$ cat config.mk
export PLATFORM = sky130hd
export DESIGN_NAME = sbox_inv_affine_stage_flat
export DESIGN_NICKNAME = d
export VERILOG_FILES = /design/src/rtl/sbox_inv_affine_stage_if.sv /design/src/rtl/sbox_inv_affine_stage.sv /design/src/flat_wrapper.sv
export SDC_FILE = /design/constraint.sdc
export NUM_CORES = 1
export LEC_CHECK = 0
export ABC_AREA = 1
export CORE_MARGIN = 2
export CORE_UTILIZATION = 50
export DETAILED_ROUTE_END_ITERATION = 8
export PLACE_DENSITY = 0.89
export SETUP_SLACK_MARGIN = 0.05
export SLEW_MARGIN = 20
export SYNTH_ARGS = -nofsm -noshare
export SYNTH_HDL_FRONTEND = slang
export SYNTH_SLANG_ARGS = --single-unit
export TNS_END_PERCENT = 50
$ cat constraint.sdc
create_clock -name clk -period 1.59 [get_ports clk]
set_input_delay 0.3975 -clock clk [delete_from_list [all_inputs] [get_ports clk]]
set_output_delay 0.3975 -clock clk [all_outputs]
set_load 0.005 [all_outputs]
$ cat src/rtl/sbox_inv_affine_stage_if.sv
// Handshake bundle for the masked inverse-affine stage: two input shares plus
// a refresh byte on the upstream side, and two output shares on the downstream side.
interface sbox_inv_affine_stage_if;
    logic       in_valid;
    logic       in_ready;
    logic [7:0] in0;
    logic [7:0] in1;
    logic [7:0] r;
    logic       out_valid;
    logic       out_ready;
    logic [7:0] out0;
    logic [7:0] out1;
    logic [1:0] occupancy;

    modport master (
        output in_valid, in0, in1, r, out_ready,
        input  in_ready, out_valid, out0, out1, occupancy
    );

    modport slave (
        input  in_valid, in0, in1, r, out_ready,
        output in_ready, out_valid, out0, out1, occupancy
    );
endinterface

$ cat src/rtl/sbox_inv_affine_stage.sv
// Two-share masked AES inverse-affine stage with a FIFO-ordered valid/ready buffer.
// Optional macro SHARE_REFRESH_EN: XOR the fresh byte r into both shares on accept.
module sbox_inv_affine_stage #(
    parameter int DEPTH       = 2,
    parameter int CONST_SHARE = 0
) (
    input  logic                  clk,
    input  logic                  rst_n,
    sbox_inv_affine_stage_if.slave bus
);

    localparam logic [1:0] DEPTH_L = 2'(DEPTH);

    logic [1:0] occ_q;
    logic [1:0] occ_d;
    logic       push;
    logic       pop;
    logic       load_head;
    logic       head_from_skid;
    logic       load_skid;

    assign bus.in_ready  = (occ_q < DEPTH_L) || bus.out_ready;
    assign bus.out_valid = (occ_q != 2'd0);
    assign bus.occupancy = occ_q;
    assign push          = bus.in_valid && bus.in_ready;
    assign pop           = bus.out_valid && bus.out_ready;

    // Buffer is a head register plus one skid register; enables depend only on handshakes.
    always_comb begin
        occ_d          = occ_q;
        load_head      = 1'b0;
        head_from_skid = 1'b0;
        load_skid      = 1'b0;
        case (occ_q)
            2'd0: begin
                if (push) begin
                    load_head = 1'b1;
                    occ_d     = 2'd1;
                end
            end
            2'd1: begin
                if (push && pop) begin
                    load_head = 1'b1;
                end else if (pop) begin
                    occ_d = 2'd0;
                end else if (push) begin
                    load_skid = 1'b1;
                    occ_d     = 2'd2;
                end
            end
            default: begin
                if (pop) begin
                    load_head      = 1'b1;
                    head_from_skid = 1'b1;
                    if (push) begin
                        load_skid = 1'b1;
                    end else begin
                        occ_d = 2'd1;
                    end
                end
            end
        endcase
    end

    always_ff @(posedge clk or negedge rst_n) begin
        if (!rst_n) begin
            occ_q <= 2'd0;
        end else begin
            occ_q <= occ_d;
        end
    end

    // Each share has its own map and its own flops; nothing here mixes share 0 with share 1.
    for (genvar gi = 0; gi < 2; gi++) begin : share_g
        localparam logic [7:0] INJECT = (gi == CONST_SHARE) ? 8'h05 : 8'h00;

        logic [7:0] y;
        logic [7:0] aff;
        logic [7:0] wr;
        logic [7:0] head_q;
        logic [7:0] head_d;
        logic [7:0] skid_q;
        logic [7:0] skid_d;

        assign y = (gi == 0) ? bus.in0 : bus.in1;

        for (genvar bi = 0; bi < 8; bi++) begin : bit_g
            assign aff[bi] = y[(bi + 2) % 8] ^ y[(bi + 5) % 8] ^ y[(bi + 7) % 8] ^ INJECT[bi];
        end

`ifdef SHARE_REFRESH_EN
        assign wr = aff ^ bus.r;
`else
        assign wr = aff;
`endif

        always_comb begin
            head_d = head_q;
            skid_d = skid_q;
            if (load_head) begin
                head_d = head_from_skid ? skid_q : wr;
            end
            if (load_skid) begin
                skid_d = wr;
            end
        end

        always_ff @(posedge clk or negedge rst_n) begin
            if (!rst_n) begin
                head_q <= 8'h00;
                skid_q <= 8'h00;
            end else begin
                head_q <= head_d;
                skid_q <= skid_d;
            end
        end
    end

    assign bus.out0 = share_g[0].head_q;
    assign bus.out1 = share_g[1].head_q;

endmodule

$ cat src/flat_wrapper.sv
// flat-port wrapper written by rule: the top's interface ports become plain ports
module sbox_inv_affine_stage_flat 
#(
    parameter int DEPTH       = 2,
    parameter int CONST_SHARE = 0
)
  (clk, rst_n, bus_in_valid, bus_in0, bus_in1, bus_r, bus_out_ready, bus_in_ready, bus_out_valid, bus_out0, bus_out1, bus_occupancy);
  sbox_inv_affine_stage_if bus_i ();
  input  logic clk;
  input  logic rst_n;
  input wire logic [$bits(bus_i.in_valid)-1:0] bus_in_valid;
  input wire logic [$bits(bus_i.in0)-1:0] bus_in0;
  input wire logic [$bits(bus_i.in1)-1:0] bus_in1;
  input wire logic [$bits(bus_i.r)-1:0] bus_r;
  input wire logic [$bits(bus_i.out_ready)-1:0] bus_out_ready;
  output wire logic [$bits(bus_i.in_ready)-1:0] bus_in_ready;
  output wire logic [$bits(bus_i.out_valid)-1:0] bus_out_valid;
  output wire logic [$bits(bus_i.out0)-1:0] bus_out0;
  output wire logic [$bits(bus_i.out1)-1:0] bus_out1;
  output wire logic [$bits(bus_i.occupancy)-1:0] bus_occupancy;
  assign bus_i.in_valid = bus_in_valid;
  assign bus_i.in0 = bus_in0;
  assign bus_i.in1 = bus_in1;
  assign bus_i.r = bus_r;
  assign bus_i.out_ready = bus_out_ready;
  assign bus_in_ready = bus_i.in_ready;
  assign bus_out_valid = bus_i.out_valid;
  assign bus_out0 = bus_i.out0;
  assign bus_out1 = bus_i.out1;
  assign bus_occupancy = bus_i.occupancy;
  sbox_inv_affine_stage #(.DEPTH(DEPTH), .CONST_SHARE(CONST_SHARE)) u_core (.clk(clk), .rst_n(rst_n), .bus(bus_i));
endmodule
### Yosys cells after proc, flatten, opt, wreduce, memory -nomap -nowiden

Cells that the tools add are included.

| storage, ports and cells | value |
|---|---|
| register bits | 34 |
| input port bits | 28 |
| output and inout bits | 20 |
| logic and storage cells | 72 |

| operators by class | value |
|---|---|
| magnitude comparators | 1 |
| eq/ne operators | 5 |
| mux-type cells | 18 |
| bitwise gates (word level) | 34 |
| reduce and logical (&&, ||, !) cells | 9 |

Operator list:

| cell | count |
|---|---|
| $xor A1 B1 Y1 | 32 |
| $mux W8 | 2 |
| $mux W2 | 6 |
| $mux W1 | 7 |
| $reduce_and A5 Y1 | 1 |
| $pmux W1 S2 | 2 |
| $pmux W2 S2 | 1 |
| $logic_and A1 B1 Y1 | 3 |
| $ne A3 B1 Y1 const B | 1 |
| $ne A3 B3 Y1 const B | 1 |
| $reduce_bool A3 Y1 | 1 |
| $eq A2 B1 Y1 const B | 1 |
| $logic_not A2 Y1 | 1 |
| $lt A2 B2 Y1 const B | 1 |
| $ne A2 B1 Y1 const B | 1 |
| $ne A2 B2 Y1 const B | 1 |
| $not A1 Y1 | 2 |
| $reduce_bool A2 Y1 | 1 |
| $reduce_or A2 Y1 | 1 |
| $logic_or A1 B1 Y1 | 1 |

### Longest topological paths before layout

Gate-level depths: netlist of run 1.

| depth | value |
|---|---|
| depth in word-level cells | 7 |
| gate-level depth with buffers | 9 |
| gate-level depth less buffers | 7 |

### Worst setup path before layout of run 1

OpenSTA, ideal clock, no wires.

| timing path | value |
|---|---|
| path kind | register to output |
| start point | register u_core.occ_q[1], in the netlist u_core.bus.occupancy[1] |
| end point | output bus_out_valid |
| arrival time | 828 ps |
| data required time | 1192 ps |
| setup slack | 364 ps |
| cell stages (with the launch flop) | 5 |
| path buffers | 2 |
| cells stage by stage | dfrtp_1 > inv_2 > nand2_2 > buf_6 > buf_6 |

| on the way | value |
|---|---|
| word-level cells in the longest chain between the ends | 1 |

Ends and longest elaborated chain:

| element | line | RTL |
|---|---|---|
| from (decl) | sbox_inv_affine_stage.sv:14 | `logic [1:0] occ_q;` |
| from (signal assigned) | sbox_inv_affine_stage.sv:67 | `occ_q <= 2'd0;` |
| from (signal assigned) | sbox_inv_affine_stage.sv:69 | `occ_q <= occ_d;` |
| $reduce_bool A2 Y1 | sbox_inv_affine_stage.sv:23 | `assign bus.out_valid = (occ_q != 2'd0);` |
| to (decl) | flat_wrapper.sv:17 | `output wire logic [$bits(bus_i.out_valid)-1:0] bus_out_valid;` |

No other way between the ends.

### Worst setup path after layout of run 1

| timing path | value |
|---|---|
| start point | register u_core.occ_q[0], in the netlist u_core.bus.occupancy[0] |
| end point | output bus_out_valid |

The elaborated chain is that of the path after synthesis.

==> reports/results.txt, run 1 <==
Setup violations remaining at the end of the flow were counted as 0. The first detailed-routing pass took 4 iterations. Overall power consumption after layout is estimated at 0.00420 W.

Prior to clock tree synthesis, the placed netlist has a worst setup slack of -0.324 ns. 0 antenna diodes ended up in the layout. Of the synthesized area, sequential elements account for 39.6%.

Total of buffers placed on input and output ports: 39. The total area inside the core boundary comes to 0.00406 mm². TritonCTS built the clock tree. The clock arrives with 0.00975 ns of skew. After the flow finishes, the layout carries non-filler instances totaling 432. For the top-level port count, the log shows 48. In the routed layout, each cell is associated on average with a via count of 5.22. The mapped netlist covers 0.00215 mm². The number of placement rows was 23; the number of standard cells after synthesis was 330. Max-cap violations in this run came to 0. The worst path in the final design needs a cycle of 1.53 ns, including I/O delays and setup. In this run, the number of DRC markers left after iteration 0 of detailed routing was 209. Of all nets on the critical path, the largest fanout is 2. Once layout is done, the placed cells without fillers occupy 0.00280 mm². The tools report the standard cell area after detailed placement as 0.00263 mm². The total grt overflow is 0. The tree is rooted in a clkbuf_8. The share of the clock period used by the worst path is 96.2%.

The run gives 19 as the number of unique standard cell types used by synthesis. The synthesized netlist devotes 4.42% of its cell area to compound gates. The tightest slew margin relative to the limit was 83.1%; the register-to-register path setup slack was 0.12 ns. Summing the areas of all fa, ha and maj instances in the mapped netlist gives 0% of the synthesized area. The transition time of the tightest slew-check pin came out at 0.254 ns.

Category of the worst setup path launch point: a flop. The final hold violation count is 0, and the total clock buffers created by CTS is 5. For this design the ratio of total power to cell area is 1500 mW/mm².

Largest voltage drop on the vdd net: 0.000849 V. The critical setup path kind is reg2out. CTS saw 34 sinks. The flip-flop and latch count after synthesis works out to 34. The min-delay analysis places its worst path in the category in2async. The routed wire length was 5420 µm; the synthesized net count was 358.

The tools report the remaining antenna violation count after routing as 0. The via count of the first global-routing pass was 2182; the count of final max-slew check failures was 0. The tools report the full die area as 0.00484 mm². Clock-pin slew was measured on the worst setup and hold paths at 0.07 ns.

Measured against the total synthesized area, the mux share comes to 0%. The DRC violation count after routing was 0. The tools report the net count of the finished layout as 409. The die is 69.6 µm tall.

The category of the worst setup path capture point is an output port. The run finished with clean final reports. The number of warnings reported in the yosys synthesis log is 0. By area, the combinational part of the netlist is dominated by simple AND/OR/NAND/NOR gates. The fraction of final layout cells with drive strength greater than 1 was 9.42%; the data required time of the worst path was 1.19 ns.

The initial utilization of the core area, before any placement, comes to 53.0%. For the via total after detailed routing, the log shows 2257. The tools report the clock tree buffer depth as 2. The leakage power total came out at 1.57 nW.

In this run, post-CTS hold repair placed 0 buffers. Across all setup checks in the final design, the least slack found is 0.0609 ns. The first global-routing pass estimated 9290 µm of wire. After detailed routing, the average wire length per cell comes to 12.5 µm. Compared with the post-synthesis result, the final layout area differs by 30.1%.

A synthesized cell averages 6.52 µm². The clock latency on the worst-skew pair is 0.29 ns. Entering global routing, the biggest net connects 35 pins. The floorplan step set the die width to 69.6 µm. Timing would allow up to 654 MHz. The H-tree generated during clock tree synthesis spans 2 levels. Summing the areas of all and, or, nand and nor instances in the mapped netlist gives 42.8% of the synthesized area. Setup repair after global routing could not meet its margin everywhere. The run gives 417 as the number of instances in the placed design. The tools report the placer's final routability congestion estimate as 0.888. Initial antenna violation count: 0. Of the total synthesized cell area, the portion taken by XOR and XNOR cells is 0%. STA puts the critical path data arrival time at 1.13 ns. The global-route usage over all layers was 23.7%; the HPWL reported at the end of detailed placement was 3790 µm.
-- synthesized netlist by cell type --
cell | instances | area share [%]
nand2_1 | 142 | 25
inv_1 | 48 | 8.4
nand3_1 | 45 | 10
dfrtp_1 | 34 | 40
nand4_1 | 16 | 4.7
o21ai_0 | 16 | 3.7
buf_2 | 5 | 1.2
buf_4 | 5 | 1.7
nor2_1 | 4 | 0.70
clkinv_1 | 3 | 0.52
a21oi_1 | 2 | 0.47
buf_6 | 2 | 1.0
inv_2 | 2 | 0.35
nand2_2 | 1 | 0.29
nand3_4 | 1 | 0.81
nor2_2 | 1 | 0.29
nor2_4 | 1 | 0.52
o21ai_1 | 1 | 0.23
or2_2 | 1 | 0.29
-- cells by family after synthesis --
logic type             after synthesis
AND/OR/NAND/NOR                    212
AO/OA/AOI/OAI                       19
buffers and inverters               65
flip-flops                          34
-- path summary, 6_finish.rpt --
kind                                          from                          end  cells after the start
setup / recovery           u_core.bus.occupancy[0]                bus_out_valid                      4
hold / removal                               rst_n           u_core.bus.out0[7]                      2
setup reg to reg           u_core.bus.occupancy[1]           u_core.bus.out1[1]                      9
hold reg to reg                 u_core.bus.out0[0]           u_core.bus.out0[0]                      2
max in group asynchronous                    rst_n  u_core.share_g[1].skid_q[0]                      2
min in group clk                u_core.bus.out0[0]           u_core.bus.out0[0]                      2
-- area by class of cell --
| cell class | instances | area, µm² |
|---|---|---|
| clock buffers | 7 | 76.3 |
| fillers | 358 | 1260 |
| repair buffers | 55 | 536 |
| flip-flops and latches | 34 | 851 |
| well taps | 50 | 62.6 |
| clock inverters | 1 | 30.0 |
| multi-input cells | 232 | 1040 |
| inverters | 53 | 204 |
-- repair_timing --
item	CTS	global route
endpoints found under the hold margin	0	0
buffers inserted	5	1
gates cloned	0	1
gates resized for setup	24	5
endpoints found under the setup margin	20	28
pin swaps	0	1
-- cell usage in the layout, fill, tap and decap left out, types with 2 or more instances in the layout --
cell type	synthesis	layout
o21ai_0	16	16
dlygate4sd2_1	0	15
nand2_1	142	142
clkinv_1	3	3
dfrtp_1	34	34
inv_4	0	2
clkdlybuf4s15_2	0	2
clkbuf_8	0	5
inv_1	48	47
nand3_1	45	45
buf_12	0	3
buf_4	5	12
clkbuf_1	0	2
nand4_1	16	16
nor2_2	1	4
clkdlybuf4s50_1	0	22
a21oi_1	2	2
-- per-layer routing --
metal	vias up	wire, µm	global-route usage, %	share of wire (%)
li1	1139	-	-	-
met1	1046	2310	29.2	43
met2	60	2680	40.6	49
met3	12	316	5.09	5.8
met4	0	110	8.71	2.0
met5	-	0	0	0
-- registers in the layout, summed over array words and instances (netlist names) --
signal	cells
u_core.share_g.skid_q	16
u_core.bus.out0	8
u_core.bus.out1	8
u_core.bus.occupancy	2
-- worst max-delay path, cell delays in order, from the launching register on --
cell and delay (ns):
dfrtp_1 0.38, buf_4 0.14, inv_4 0.06, nand2_4 0.05, clkdlybuf4s15_2 0.20
-- metrics by stage --
stage | TNS (ns) | hold slack (ns) | utilization, %
floorplan | 0 | 0.102 | -
CTS | 0 | 0.476 | 68.2
global route | 0 | 0.501 | 68.9
global placement | -5.28 | 0.462 | 64.8
finish | 0 | 0.467 | 68.9
detailed placement | -7.04 | 0.464 | 64.8
-- power breakdown --
group          leakage (nW)  switching [W]  total [W]  internal (W)
registers             0.419       0.000157    0.00143       0.00128
clock network        0.0524       0.000314   0.000783      0.000469
logic                  1.10        0.00109    0.00198      0.000889
No activity file was read; power rests on OpenSTA's default activity.
==> inputs of run 2 (changes only) <==
- GPL_TIMING_DRIVEN: unset -> 0
==> run 2 against run 1 <==
Cell count increased by 2.8%. Cell area increased by 3.5%. Via count increased by 3.8%. Clock-buffer cell count unchanged. Maximum frequency decreased by 0.81%. Critical path depth decreased by 3. First-iteration DRC count increased by 18%. Clock skew decreased by 0.0031 ns. Routed wire length increased by 5.7%. Highest routed layer unchanged.
==> reports/results.txt, run 2 (synthesis gave the netlist of run 1 again) <==
The run finished with clean final reports. The tools report the remaining antenna violation count after routing as 0 (unchanged). STA classifies the critical path startpoint as a flop. The HPWL reported at the end of detailed placement came out at 3890 µm (+2.9%). TritonCTS built the clock tree. The number of cells in the finished layout apart from fillers was 444 (+2.8%); the largest stage delay on the critical path was 0.50 ns (+0.12 ns). The utilization after layout was 71.4% (+2.4 points). The run gives 2360 µm (+2.2%) as the routed metal-1 wirelength.

The logs give 53.0% (unchanged) for the effective utilization at floorplan and 0.857 (-3.6%) for the placer's final routability congestion estimate. The transition time of the tightest slew-check pin works out to 0.283 ns (+0.0286 ns). Setup repair after global routing could not meet its margin everywhere.

The full die area was 0.00484 mm² (unchanged). The mean routed wirelength per cell is 12.9 µm (+2.8%). Worst-path cell with the longest stage delay: clkdlybuf4s50_1. The total of buffers placed on input and output ports was 39 (unchanged). For the pre-CTS setup slack, the log shows -0.363 ns (-0.0392 ns). Total power divided by cell area: 1520 mW/mm² (+1.1%).

The flip-flop count of the largest register, all copies and words added is 16 (unchanged). The run gives 0.0484 ns (-0.0125 ns) as the worst setup slack after layout. Worst setup skew after layout: 0.00669 ns (-0.00306 ns). The horizontal die dimension is 69.6 µm (unchanged), and the total grt overflow is 0 (unchanged). The logs give 0 (unchanged) for the number of antenna diodes and 1970 (-9.7%) for the via count of the first global-routing pass. The tools report the arrival time at the worst endpoint as 1.14 ns (about the same). The run gives 420 (+0.72%) as the number of instances in the placed design. Maximum level of the CTS H-tree: 2 (unchanged). The number of buffer and inverter instances along the worst setup path was 1 (-2). The die outline height works out to 69.6 µm (unchanged).

The tools report the number of sinks driven by the clock tree as 34 (unchanged). The tools report the routed wire length as 5730 µm (+5.7%). Leaving out fill and tap cells, the most frequent cell in the layout is nand2_1. The post-route minimum period works out to 1.54 ns (+0.0125 ns).

The critical path is of the reg2out type. In this run the worst hold path is classified as reg2reg. For the total setup violations reported at the end of the flow, the log shows 0 (unchanged).

The wire length on met2 is 2810 µm (+4.7%), and the pin count of the biggest net entering global routing is 26 (-26%). The run gives 0.000835 V (-1.6%) as the largest voltage drop on the vdd net. The number of placement rows was 23 (unchanged); the net count of the finished layout was 421 (+2.9%). Via total after detailed routing: 2342 (+3.8%). The share of the clock period used by the worst path was 97.0% (+0.79 points). Clock-pin slew on the worst setup and hold paths: 0.07 ns (about the same). The leakage power total is 1.63 nW (+3.8%). For the total power after layout, the log shows 0.00439 W (+4.6%). Register bank with the most flops: u_core.share_g.skid_q.

The fraction of final layout cells with drive strength greater than 1 is 13.2% (+3.8 points). The max capacitance violation total was 0 (unchanged). The final hold violation count was 0 (unchanged). Walking the worst path, the cells encountered are clkdlybuf4s50_1.

The number of fillers in the final layout came out at 336 (-6.1%). Clock tree synthesis selected as its root buffer the cell clkbuf_8. The global-route usage over all layers was 23.5% (-0.16 points). In the layout the commonest cells are nand2_1, inv_1, nand3_1, dfrtp_1, clkdlybuf4s50_1. For the sum of met3 wire segment lengths after detailed routing, the log shows 449 µm (+42%). The total clock buffers created by CTS was 5 (unchanged). The kind of cell with the highest combined delay along the critical path is buffers and inverters.

The count of final max-slew check failures is 0 (unchanged), and the DRC violation count after routing is 0 (unchanged). The tightest slew margin relative to the limit was 81.1% (-2.0 points). The largest fanout of any net on the critical path came out at 2 (unchanged). The total iterations of the first detailed-routing run was 5 (+1); the core area was 0.00406 mm² (unchanged). The category of the worst setup path capture point is an output port. The per-cell via count in the routed design was 5.27 (+0.96%); the clock tree buffer depth was 2 (unchanged). The fmax was 649 MHz (-0.81%); the data required time of the worst path was 1.19 ns (about the same).

The area growth from synthesis to layout is 34.7%. Routed signal wires occupy layers up through met4. The clock latency on the worst-skew pair came out at 0.30 ns (about the same). The tools report the global-route wire length before repair as 9070 µm (-2.3%).

The top-level port count came out at 48 (unchanged). The initial antenna violation count was 0 (unchanged); the violation count after the first detailed-route iteration was 246 (+18%).
==> run 2: path summary, 6_finish.rpt <==
check	startpoint	slack (ns)	end	cells after the start
max	u_core.bus.out1[6]	0.05	bus_out1[6]	1
min reg2reg	u_core.bus.out1[5]	0.47	u_core.bus.out1[5]	2
max in group asynchronous	rst_n	0.69	u_core.bus.out1[2]	3
min in group asynchronous	rst_n	0.49	u_core.bus.out1[6]	2
min	u_core.bus.out1[5]	0.47	u_core.bus.out1[5]	2
max reg2reg	u_core.bus.occupancy[1]	0.07	u_core.bus.out1[2]	10
==> run 2: stage by stage <==
stage / hold WS [ns] / setup TNS [ns] / cell area (µm²)
after CTS: 0.482 / -0.0199 / 2790
after global placement: 0.461 / -26.19 / 2600
after detailed placement: 0.279 / -6.87 / 2620
after floorplan: 0.102 / 0 / 2150
after global routing: 0.506 / -0.0220 / 2900
final: 0.474 / 0 / 2900
==> run 2: repair_timing <==
action | 4_1_cts | 5_1_grt
gates resized for setup | 35 | 13
setup buffers | 6 | 9
hold buffers | 1 | 0
hold endpoints to repair | 9 | 0
pin swaps | 3 | 5
cloned | 0 | 1
setup endpoints to repair | 22 | 24
==> run 2: layout make-up <==
class,count,area [µm²],share of cell area (%)
multi-input combinational,231,1040,35.9
sequential,34,852,29.4
timing repair buffer,57,532,18.4
inverter,53,201,6.95
buffer,11,101,3.50
clock buffer,7,76.3,2.63
tap,50,62.6,2.16
clock inverter,1,30.0,1.04
==> run 2: report_power, final <==
part	switching, W	internal [W]
sequential	0.000172	0.00128
combinational	0.00113	0.00102
clock	0.000324	0.000469
total	0.00162	0.00277
==> run 2: per-layer routing <==
metal	up-vias	global-route usage (%)
met5	-	0
met4	0	8.93
met3	12	4.22
met2	117	38.8
met1	1060	30.8
li1	1153	-
